## config.mk

```make
export PLATFORM = sky130hd
export DESIGN_NAME = uart_tx_arbiter
export DESIGN_NICKNAME = d
export VERILOG_FILES = /design/src/rtl/uart_tx_arbiter.sv
export SDC_FILE = /design/constraint.sdc
export NUM_CORES = 1
export LEC_CHECK = 0
export ABC_CLOCK_PERIOD_IN_PS = 5500
export BUFFER_PORTS_ARGS = -buffer_cell sky130_fd_sc_hd__buf_2
export CAP_MARGIN = 15
export CORE_MARGIN = 1
export CORE_UTILIZATION = 51
export CTS_CLUSTER_SIZE = 30
export DETAILED_ROUTE_END_ITERATION = 16
export PLACE_DENSITY_LB_ADDON = 0.05
export SYNTH_ARGS = -nofsm -noshare
export SYNTH_HDL_FRONTEND = slang
export SYNTH_SLANG_ARGS = --single-unit
```

## constraint.sdc

```tcl
create_clock -name Clk -period 5.5 [get_ports Clk]
set_clock_uncertainty 0.1 [all_clocks]
set_input_delay 1.1 -clock Clk [delete_from_list [all_inputs] [get_ports Clk]]
set_output_delay 1.1 -clock Clk [all_outputs]
set_load 0.01 [all_outputs]
```

## src/rtl/uart_tx_arbiter.sv

```systemverilog
// Purpose: round-robin, message-granular arbiter that shares one UART TX FIFO among N_REQ requesters.
// Latency: grant 1 Clk after a valid is seen in IDLE; handshake to uart_send 1 Clk; up to one byte per Clk.
// Backpressure: req_ready stays low without a FIFO credit; a credit returns on each synchronised uart_is_busy rise.
//
// Optional feature: define UART_TX_ARB_TAG_EN to emit a header byte (8'hA0 | grant_id)
// through a TAG state between the grant and the first payload byte.
//
// Ports:
//   Clk, Rst_n                  clock, asynchronous active-low reset
//   req_valid/req_data/req_last per-requester byte stream (byte i at req_data[8i+7:8i])
//   req_ready                   per-requester accept, only ever set for the owner
//   grant_active, grant_id      message in progress / current owner (held when idle)
//   uart_is_busy                UART busy flag, UART clock domain
//   uart_data, uart_send        byte and one-Clk write strobe into the UART FIFO
//   credits                     free UART FIFO entries (debug)
module uart_tx_arbiter #(
  parameter int N_REQ   = 4,
  parameter int CREDITS = 15,
  parameter int ID_W    = 2
) (
  input  logic                 Clk,
  input  logic                 Rst_n,
  input  logic [N_REQ-1:0]     req_valid,
  input  logic [8*N_REQ-1:0]   req_data,
  input  logic [N_REQ-1:0]     req_last,
  output logic [N_REQ-1:0]     req_ready,
  output logic                 grant_active,
  output logic [ID_W-1:0]      grant_id,
  input  logic                 uart_is_busy,
  output logic [7:0]           uart_data,
  output logic                 uart_send,
  output logic [3:0]           credits
);

  localparam logic [3:0]      CRED_MAX = 4'(CREDITS);
  localparam logic [ID_W-1:0] LAST_ID  = ID_W'(N_REQ - 1);

`ifdef UART_TX_ARB_TAG_EN
  typedef enum logic [1:0] {IDLE, TAG, STREAM} state_t;
`else
  typedef enum logic [1:0] {IDLE, STREAM} state_t;
`endif

  state_t          state_q, state_d;
  logic [ID_W-1:0] gid_q, gid_d;
  logic [ID_W-1:0] ptr_q, ptr_d;
  logic            active_q, active_d;
  logic [7:0]      data_q, data_d;
  logic            send_q, send_d;
  logic [3:0]      cred_q, cred_d;
  logic            busy_s1, busy_s2, busy_d;

  logic            cred_ret;
  logic            take;
  logic            can_take;
  logic [ID_W-1:0] pick;
  logic            g_vld, g_last;
  logic [7:0]      g_data;

  // A FIFO pop shows up as a rising edge of the synchronised busy flag.
  assign cred_ret = busy_s2 & ~busy_d;
  assign can_take = (state_q == STREAM) && (cred_q != 4'd0);

  // Round-robin pick: lowest valid index at or above the pointer wins;
  // otherwise the lowest valid index overall (wrap-around).
  always_comb begin
    pick = '0;
    for (int j = N_REQ - 1; j >= 0; j--) begin
      if (req_valid[j]) pick = ID_W'(j);
    end
    for (int j = N_REQ - 1; j >= 0; j--) begin
      if (req_valid[j] && (ID_W'(j) >= ptr_q)) pick = ID_W'(j);
    end
  end

  // Owner's byte stream.
  always_comb begin
    g_vld  = 1'b0;
    g_last = 1'b0;
    g_data = 8'h00;
    for (int j = 0; j < N_REQ; j++) begin
      if (gid_q == ID_W'(j)) begin
        g_vld  = req_valid[j];
        g_last = req_last[j];
        g_data = req_data[8*j +: 8];
      end
    end
  end

  always_comb begin
    req_ready = '0;
    for (int j = 0; j < N_REQ; j++) begin
      req_ready[j] = can_take && (gid_q == ID_W'(j));
    end
  end

  // Next-state and registered-output logic.
  always_comb begin
    state_d  = state_q;
    gid_d    = gid_q;
    ptr_d    = ptr_q;
    active_d = active_q;
    data_d   = data_q;
    send_d   = 1'b0;
    take     = 1'b0;
    case (state_q)
      IDLE: begin
        if (|req_valid) begin
          gid_d    = pick;
          active_d = 1'b1;
`ifdef UART_TX_ARB_TAG_EN
          state_d  = TAG;
`else
          state_d  = STREAM;
`endif
        end
      end
`ifdef UART_TX_ARB_TAG_EN
      TAG: begin
        if (cred_q != 4'd0) begin
          data_d  = 8'hA0 | 8'(gid_q);
          send_d  = 1'b1;
          take    = 1'b1;
          state_d = STREAM;
        end
      end
`endif
      STREAM: begin
        if (g_vld && can_take) begin
          data_d = g_data;
          send_d = 1'b1;
          take   = 1'b1;
          if (g_last) begin
            active_d = 1'b0;
            ptr_d    = (gid_q == LAST_ID) ? '0 : gid_q + 1'b1;
            state_d  = IDLE;
          end
        end
      end
      default: state_d = IDLE;
    endcase
  end

  // Simultaneous take and return cancel; a return with the counter full saturates.
  always_comb begin
    cred_d = cred_q;
    if (take && !cred_ret) begin
      cred_d = cred_q - 4'd1;
    end else if (!take && cred_ret && (cred_q != CRED_MAX)) begin
      cred_d = cred_q + 4'd1;
    end
  end

  always_ff @(posedge Clk or negedge Rst_n) begin
    if (!Rst_n) begin
      state_q  <= IDLE;
      gid_q    <= '0;
      ptr_q    <= '0;
      active_q <= 1'b0;
      data_q   <= 8'h00;
      send_q   <= 1'b0;
      cred_q   <= CRED_MAX;
      busy_s1  <= 1'b0;
      busy_s2  <= 1'b0;
      busy_d   <= 1'b0;
    end else begin
      state_q  <= state_d;
      gid_q    <= gid_d;
      ptr_q    <= ptr_d;
      active_q <= active_d;
      data_q   <= data_d;
      send_q   <= send_d;
      cred_q   <= cred_d;
      busy_s1  <= uart_is_busy;
      busy_s2  <= busy_s1;
      busy_d   <= busy_s2;
    end
  end

  // A pop with every credit already home means the UART FIFO and this block disagree.
  always_ff @(posedge Clk) begin
    if (Rst_n) begin
      assert (!(cred_ret && !take && (cred_q == CRED_MAX)))
        else $error("uart_tx_arbiter: credit return while credits already at maximum");
    end
  end

  assign grant_active = active_q;
  assign grant_id     = gid_q;
  assign uart_data    = data_q;
  assign uart_send    = send_q;
  assign credits      = cred_q;

endmodule

```

==> reports/qor.txt, run 1 <==
CP top delay family = simple AND/OR/NAND/NOR gates
Final setup viols = 0
Synth top area share = 28.55%
vias per std cell = 5.765
H-tree depth = 1
Total Power = 1.052 mW
starting DRC count in detailed routing = 69
WS Path Type = flip-flop to flip-flop
Post-CTS Resized = 0
via count = 1372
final hold vios = 0
warnings from Yosys = 0
hold path depth = 0
Tcrit/Tclk final = 67.14%
cts hold-fix bufs = 0
Crit Path Max Fanout = 22
mapped cell area = 1490 µm²
first-pass GRT wire length = 5816 µm
Netlist cell types = 50
# DRC = 0
largest net degree at the start of global routing = 25
Synth Net Count = 196
synth cell count leaders = 17 x dfrtp_1, 11 x nand2_1, 9 x nor2b_1
Syn Inst Count = 148
synthesis-to-finish area growth = 22.17%
asr flop ratio synth = 100.0%
Slew Viols, Final = 0
ANT nets after route = 0
nets@finish = 256
Setup crit start kind = flip-flop
worst r2r path cells = 10
WL per Instance = 14.66 µm
n_diodes = 0
Worst Path Arrival = 3820 ps
Reg clk slew, reported paths = 120 ps
Root Buffer Master = clkbuf_4
register area share after synthesis = 35.60%
minimum clock period = 3693 ps
CP most frequent cell = ha_1
initial antenna violation count = 0
critical-path cell list = inv_1, ha_1, and4bb_4, nor4_4, nor2_1, xor2_1, ha_1, or3_1, or4_1, o221ai_1
Die Footprint = 3142 µm²
Bufs on Longest Clock Path = 2
Die Y = 56.06 µm
Critical Path Sink Type = flip-flop
IO Port Bufs = 62
VDD IR max = 0.0003649 V
main area contributors after synthesis = dfrtp_1 29%, dfstp_2 7.1%, mux2_2 5.3%
fillers = 223
outcome = complete, no violations
Die X = 56.06 µm
DR pass1 iterations = 4
main flop type after synthesis = dfrtp_1
critical path's largest stage delay = 580 ps
share of cells above drive strength 1 = 43.00%
worst-margin pin slew = 826.4 ps
Final Wtd Congestion = 0.7939
unrepaired setup endpoints after global routing = false
Synth area leader = dfrtp_1
P per Cell Area = 578.1 nW/µm²
EDFF count, synth = 0
Syn Area/Cell = 10.07 µm²
Max Freq = 0.2708 GHz
Clk Latency, worst-skew pair = 300 ps
TritonCTS Buffers = 3
Initial Utilization = 54.04%
Yosys reg bits = 21
Sink Count = 21
CTS tree = built
hpwl dp = 2704 µm
total track usage = 23.27%
setup TNS = 0 ps
vias in the first global route = 1316
I/O pin count = 63
worst path bufs/invs = 1
Max-cap violations = 0
Worst Path Required = 5630 ps
cell with the most instances after synthesis = dfrtp_1
Max-slew headroom = 44.91%
GRT overflow = 0
Pleak = 0.8561 nW
Core ar. = 2758 µm²
post-CTS setup buffers = 0
HP Class = flip-flop to flip-flop
FP Rows = 19
Slowest-stage cell, CP = nor4_4
cell depth of the worst setup path = 10
routed wire length = 3488 µm
## flip-flops by register name (all words and copies together), names as in the netlist
| signal | flops |
|---|---|
| grant_id | 2 |
| uart_send | 1 |
| busy_s1 | 1 |
| uart_data | 8 |
| ptr_q | 2 |
| grant_active | 1 |
| busy_s2 | 1 |
| credits | 4 |
| busy_d | 1 |
## stage by stage
| step | util, % | hold WS (ps) | cell area [µm²] | worst slack [ps] | std cells |
|---|---|---|---|---|---|
| after floorplan | - | 231.2 | 1490 | 2351 | 148 |
| after global placement | 65.02 | 245.1 | 1793 | 1961 | 234 |
| after detailed placement | 65.02 | 238.0 | 1793 | 1814 | 234 |
| after CTS | 66.02 | 276.8 | 1821 | 1822 | 238 |
| after global routing | 66.02 | 295.0 | 1821 | 1556 | 238 |
| final | 66.02 | 273.4 | 1821 | 1807 | 238 |
## final timing paths
path | start | end | slack [ps]
max in group asynchronous | Rst_n | credits[2] | 4320
setup / recovery | grant_id[0] | credits[2] | 1810
min in group asynchronous | Rst_n | uart_data[2] | 640
setup reg to reg | grant_id[0] | credits[2] | 1810
hold / removal | busy_s1 | busy_s2 | 270
hold reg to reg | busy_s1 | busy_s2 | 270
## cell type report
class | count | area, µm² | share of cell area (%)
sequential | 21 | 530.5 | 29.14
clock inverter | 1 | 5.005 | 0.2749
tap | 31 | 38.79 | 2.131
multi-input combinational | 112 | 883.3 | 48.52
timing repair buffer | 62 | 310.3 | 17.04
clock buffer | 3 | 22.52 | 1.237
inverter | 8 | 30.03 | 1.649
## cells in the final DEF, fill, tap and decap left out, drive strengths merged, types with 4 or more instances in the layout
cell type,n
nor2b,9
a21oi,7
o31ai,8
a221oi,8
dfstp,4
nand2,12
dfrtp,17
buf,62
nor2,7
ha,5
and2,6
mux2,11
inv,8
## where the power goes
| part | internal, mW | switching (mW) | leakage [nW] |
|---|---|---|---|
| sequential | 0.231 | 0.0661 | 0.246 |
| combinational | 0.332 | 0.350 | 0.592 |
| clock | 0.0271 | 0.0465 | 0.0177 |
## cell families after synthesis
family	synth area share, %
flip-flops	35.60
multiplexers	10.41
buffers and inverters	5.122
XOR/XNOR	0.5878
AO/OA/AOI/OAI	22.42
AND/OR/NAND/NOR	21.66
adder cells (fa/ha/maj)	4.198
## per-layer routing
layer  wire (µm)  vias to the layer above  global-route usage [%]
met2        1821                       45                   41.16
met3         157                        6                   6.279
met5           0                        -                       0
met1        1466                      649                   27.96
li1            -                      672                       -
met4          43                        0                   5.575
Power figures use the tool's default switching activity.
==> run 2, diff against run 1 <==
Settings changed: ABC_CLOCK_PERIOD_IN_PS 5500 to 3150, CORE_UTILIZATION 51 to 43.
Clock period 5.5 ns to 3.15 ns, I/O delays scaled along.
==> run 2 against run 1 <==
Critical path type unchanged. Largest cell class unchanged. Global-route usage decreased by 3.0 points. Total power rose by 78%. Non-clock buffer count increased by 4. Maximum frequency rose by 30%.
==> reports/qor.txt, run 2 (synthesized netlist as in run 1, its figures left out) <==
outcome = complete, no violations
Bufs on Longest Clock Path = 2 (unchanged)
starting DRC count in detailed routing = 92 (+33%)
sequential share of power = 27.5% (-0.7 points)
most frequent cells in the layout = 62 x buf_2, 17 x dfrtp_1, 11 x nand2_1
vias per std cell = 5.416 (-6.0%)
minimum clock period = 2836 ps (-856.3 ps)
first-pass GRT wire length = 5506 µm (-5.3%)
fillers = 329 (+48%)
share of cells above drive strength 1 = 44.08% (+1.1 points)
unrepaired setup endpoints after global routing = false
Most Crowded Layer GR = met2
Logic pwr share = 65.3% (+0.5 points)
via count = 1392 (+1.5%)
commonest non-fill, non-tap cell in the layout = buf_2
final hold vios = 0 (unchanged)
Max-slew headroom = 67.73% (+23 points)
ANT nets after route = 0 (unchanged)
start point of the critical path = grant_id[0]
FP Rows = 21 (+2)
worst-margin pin slew = 483.0 ps (-343.3 ps)
WS Path Type = flip-flop to flip-flop
Max-cap violations = 0 (unchanged)
met3 Use GR = 5.330% (-0.95 points)
flop-to-flop setup slack = 310 ps (-1490 ps)
max reg flops = 8 (unchanged)
Die Footprint = 3705 µm² (+18%)
clock share of power = 7.2% (+0.2 points)
routed wire length = 3491 µm (about the same)
cts hold-fix bufs = 0 (unchanged)
Crit Path Max Fanout = 6 (-73%)
hpwl dp = 2679 µm (-0.93%)
IO Port Bufs = 62 (unchanged)
sw frac = 43.49% (-0.50 points)
nets@finish = 260 (+1.6%)
Pleak = 0.8764 nW (+2.4%)
Final setup viols = 0 (unchanged)
Setup crit start kind = flip-flop
Worst Path Arrival = 2980 ps (-840 ps)
NetSw = 0.8130 mW (+76%)
Worst Path Required = 3290 ps (-2340 ps)
Reg clk slew, reported paths = 120 ps (about the same)
Die Y = 60.87 µm (+8.6%)
P per Cell Area = 1000 nW/µm² (+73%)
WHS = 155.1 ps (-118.3 ps)
Clk Latency, worst-skew pair = 310 ps (about the same)
Tcrit/Tclk final = 90.04% (+23 points)
Die X = 60.87 µm (+8.6%)
Root Buffer Master = clkbuf_4
grt met1 use = 27.51% (-0.45 points)
Sink Count = 21 (unchanged)
Final Wtd Congestion = 0.7653 (-3.6%)
post-CTS setup buffers = 0 (unchanged)
P_int = 1.057 mW (+79%)
TritonCTS Buffers = 3 (unchanged)
initial antenna violation count = 0 (unchanged)
vias in the first global route = 1150 (-13%)
GRT overflow = 0 (unchanged)
worst r2r path cells = 10 (unchanged)
DR pass1 iterations = 4 (unchanged)
n_diodes = 0 (unchanged)
VDD IR max = 0.0004809 V (+32%)
# DRC = 0 (unchanged)
worst r2r dst = credits[2]
Max Freq = 0.3526 GHz (+30%)
setup TNS = 0 ps (unchanged)
H-tree depth = 1 (unchanged)
Post-CTS Resized = 0 (unchanged)
synthesis-to-finish area growth = 25.44%
Initial Utilization = 44.66% (-9.4 points)
R2R Path Start = grant_id[0]
total track usage = 20.30% (-3.0 points)
CTS tree = built
met2 usage = 32.81% (-8.3 points)
largest net degree at the start of global routing = 22 (-12%)
Core ar. = 3337 µm² (+21%)
HP Class = input port to asynchronous set/reset pin
I/O pin count = 63 (unchanged)
Critical Path Sink Type = flip-flop
WL per Instance = 13.58 µm (-7.3%)
Slew Viols, Final = 0 (unchanged)
==> run 2: cell count changes in the layout (fill, tap and decap cells not counted) <==
cell and delta:
buf_4 +4
==> run 2: final cells by class <==
type	count	area [µm²]	area share (%)
clock inverters	1	5.005	0.2677
inverters	8	30.03	1.606
repair buffers	66	340.3	18.21
multi-input cells	112	883.3	47.26
well taps	46	57.56	3.079
clock buffers	3	22.52	1.205
flip-flops and latches	21	530.5	28.38
==> run 2: worst max-delay path: stages (launching register included) <==
cell and delay [ps]:
dfrtp_1 450, inv_1 90, ha_1 260, and4bb_4 250
nor4_4 260, nor2_1 130, xor2_1 160, ha_1 210
or3_1 360, or4_1 400, o221ai_1 80
==> run 2: how the worst max path moves through the flow <==
stage	end	slack, ps
2_1_floorplan	credits[2]	310
3_3_place_gp	credits[2]	420
3_5_place_dp	credits[2]	320
4_1_cts	credits[2]	290
5_1_grt	credits[2]	110
6_report	credits[2]	310
==> run 2: power by group through the flow <==
| stage | clock network [mW] | registers, mW | logic, mW |
|---|---|---|---|
| after floorplan | 0 | 0.539 | 0.897 |
| after CTS | 0.143 | 0.514 | 1.23 |
| after global routing | 0.156 | 0.537 | 1.36 |
| after global placement | 0 | 0.511 | 1.20 |
| final | 0.134 | 0.514 | 1.22 |
| after detailed placement | 0 | 0.520 | 1.22 |
==> run 2: metal layers <==
metal | vias up | part of all wire (%)
met3 | 2 | 4.2
met4 | 0 | 0.54
met1 | 674 | 44
li1 | 682 | -
met5 | - | 0
met2 | 34 | 51
==> run 2: through the flow <==
step | power, mW | utilization (%) | area (µm²) | setup WS [ps] | cells
2_1_floorplan | 1.436 | - | 1490 | 314.2 | 148
3_3_place_gp | 1.713 | 55.19 | 1842 | 422.8 | 253
3_5_place_dp | 1.743 | 55.19 | 1842 | 318.2 | 253
4_1_cts | 1.883 | 56.02 | 1869 | 292.2 | 257
5_1_grt | 2.048 | 56.02 | 1869 | 106.1 | 257
6_report | 1.870 | 56.02 | 1869 | 313.7 | 257
==> run 3, diff against run 2 <==
Settings changed: REMOVE_ABC_BUFFERS set to 1.
==> run 3 against run 2 <==
Utilization is the same. Critical path depth stayed put. Total power rose by 0.63%. Die area stayed put.
==> reports/qor.txt, run 3 (synthesized netlist as in run 1, its figures left out) <==
outcome = complete, no violations
WHS = 160.0 ps (+4.874 ps)
Max-cap violations = 0 (unchanged)
Root Buffer Master = clkbuf_4
fillers = 322 (-2.1%)
Multi-input gate area = 883.3 µm² (unchanged)
Setup crit start kind = flip-flop
critical-path cell list = inv_1, ha_1, and4bb_4, nor4_4, nor2_1, xor2_1, ha_1, or3_1, or4_1, o221ai_1
unrepaired setup endpoints after global routing = false
I/O pin count = 63 (unchanged)
IO Port Bufs = 62 (unchanged)
Slew Viols, Final = 0 (unchanged)
fin area = 1869 µm² (unchanged)
hpwl dp = 2775 µm (+3.6%)
NetSw = 0.8230 mW (+1.2%)
minimum clock period = 2865 ps (+29.06 ps)
Initial Utilization = 44.66% (unchanged)
worst r2r path cells = 10 (unchanged)
HP Class = input port to asynchronous set/reset pin
slack of the critical path = 284.6 ps (-29.06 ps)
Die Y = 60.87 µm (unchanged)
vias in the first global route = 1320 (+15%)
WS Path Type = flip-flop to flip-flop
placed inst area = 1842 µm² (unchanged)
n_diodes = 0 (unchanged)
GRT overflow = 0 (unchanged)
max reg flops = 8 (unchanged)
commonest non-fill, non-tap cell in the layout = buf_2
Clk Latency, worst-skew pair = 310 ps (about the same)
DR pass1 iterations = 4 (unchanged)
sw frac = 43.74% (+0.26 points)
worst path bufs/invs = 1 (unchanged)
Pleak = 0.8764 nW (unchanged)
most frequent cells in the layout = 62 x buf_2, 17 x dfrtp_1, 11 x nand2_1
Core ar. = 3337 µm² (unchanged)
CTS tree = built
setup TNS = 0 ps (unchanged)
cts hold-fix bufs = 0 (unchanged)
Die Footprint = 3705 µm² (unchanged)
initial antenna violation count = 0 (unchanged)
# DRC = 0 (unchanged)
FP Rows = 21 (unchanged)
worst r2r dst = credits[2]
R2R Path Start = grant_id[0]
Reg area = 530.5 µm² (unchanged)
met2 usage = 35.16% (+2.4 points)
grt met1 use = 29.28% (+1.8 points)
critical path's largest stage delay = 440 ps (about the same)
ANT nets after route = 0 (unchanged)
Tcrit/Tclk final = 90.96% (+0.92 points)
post-CTS setup buffers = 0 (unchanged)
Reg clk slew, reported paths = 130 ps (about the same)
met3 Use GR = 4.051% (-1.3 points)
Final setup viols = 0 (unchanged)
WL per Instance = 14.16 µm (+4.2%)
routed wire length = 3638 µm (+4.2%)
Worst Path Required = 3280 ps (about the same)
via count = 1380 (-0.86%)
Crit Path Max Fanout = 6 (unchanged)
largest net degree at the start of global routing = 22 (unchanged)
Slowest-stage cell, CP = dfrtp_1
VDD IR max = 0.0003549 V (-26%)
clock share of power = 7.2% (about the same)
vias per std cell = 5.370 (-0.86%)
P_int = 1.058 mW (+0.17%)
Max Freq = 0.3490 GHz (-1.0%)
CP top delay family = simple AND/OR/NAND/NOR gates
Sink Count = 21 (unchanged)
nets@finish = 260 (unchanged)
total track usage = 21.79% (+1.5 points)
starting DRC count in detailed routing = 65 (-29%)
final hold vios = 0 (unchanged)
CP most frequent cell = ha_1
P per Cell Area = 1006 nW/µm² (+0.63%)
Logic pwr share = 65.3% (about the same)
Die X = 60.87 µm (unchanged)
Bufs on Longest Clock Path = 2 (unchanged)
Post-CTS Resized = 0 (unchanged)
flop-to-flop setup slack = 280 ps (-30 ps)
share of cells above drive strength 1 = 44.08% (unchanged)
worst-margin pin slew = 533.3 ps (+50.31 ps)
DP Worst Slack = 316.7 ps (-1.483 ps)
H-tree depth = 1 (unchanged)
first-pass GRT wire length = 5989 µm (+8.8%)
Worst Path Arrival = 3000 ps (+20 ps)
Most Crowded Layer GR = met2
Final Wtd Congestion = 0.8272 (+8.1%)
TritonCTS Buffers = 3 (unchanged)
Max-slew headroom = 64.37% (-3.4 points)
sequential share of power = 27.5% (about the same)
Critical Path Sink Type = flip-flop
synthesis-to-finish area growth = 25.44% (unchanged)
==> run 3: how the worst max path moves through the flow <==
stage | start | to | slack [ps] | depth (start not counted)
3_3_place_gp | req_valid[0] | credits[2] | 430 | 9
5_1_grt | grant_id[0] | credits[2] | 120 | 10
3_5_place_dp | grant_id[0] | credits[2] | 320 | 10
6_report | grant_id[0] | credits[2] | 280 | 10
4_1_cts | grant_id[0] | credits[2] | 300 | 10
2_1_floorplan | grant_id[0] | credits[2] | -140 | 10
==> run 3: final cells by class <==
type,instances,area share [%]
repair buffers,66,18.21
inverters,8,1.606
well taps,46,3.079
multi-input cells,112,47.26
flip-flops and latches,21,28.38
clock inverters,1,0.2677
clock buffers,3,1.205
==> run 3: through the flow <==
step                      utilization (%)  std cells  total power, mW
after floorplan                         -        141            1.383
after CTS                           56.02        257            1.902
after global routing                56.02        257            2.080
final                               56.02        257            1.881
after detailed placement            55.19        253            1.758
after global placement              55.19        253            1.728
==> run 3: worst reg2reg max path, delay by kind of cell (launching register included) <==
kind,cells,cell delay (ps)
fa+ha+maj,2,480
buf+inv,1,80
xor+xnor,1,160
simple gates,5,1430
compound gates,1,90
flops,1,440
==> run 3: routing by layer <==
layer / wire length, µm / share of wire (%) / vias up
met3: 208 / 5.7 / 2
met2: 1705 / 47 / 57
met4: 15 / 0.41 / 0
met1: 1709 / 47 / 640
met5: 0 / 0 / -
li1: - / - / 681
==> run 3: power by group through the flow <==
stage / registers (mW) / logic [mW] / clock network [mW]
floorplan: 0.547 / 0.836 / 0
global placement: 0.515 / 1.21 / 0
detailed placement: 0.520 / 1.24 / 0
CTS: 0.517 / 1.24 / 0.143
global route: 0.540 / 1.38 / 0.158
finish: 0.518 / 1.23 / 0.136
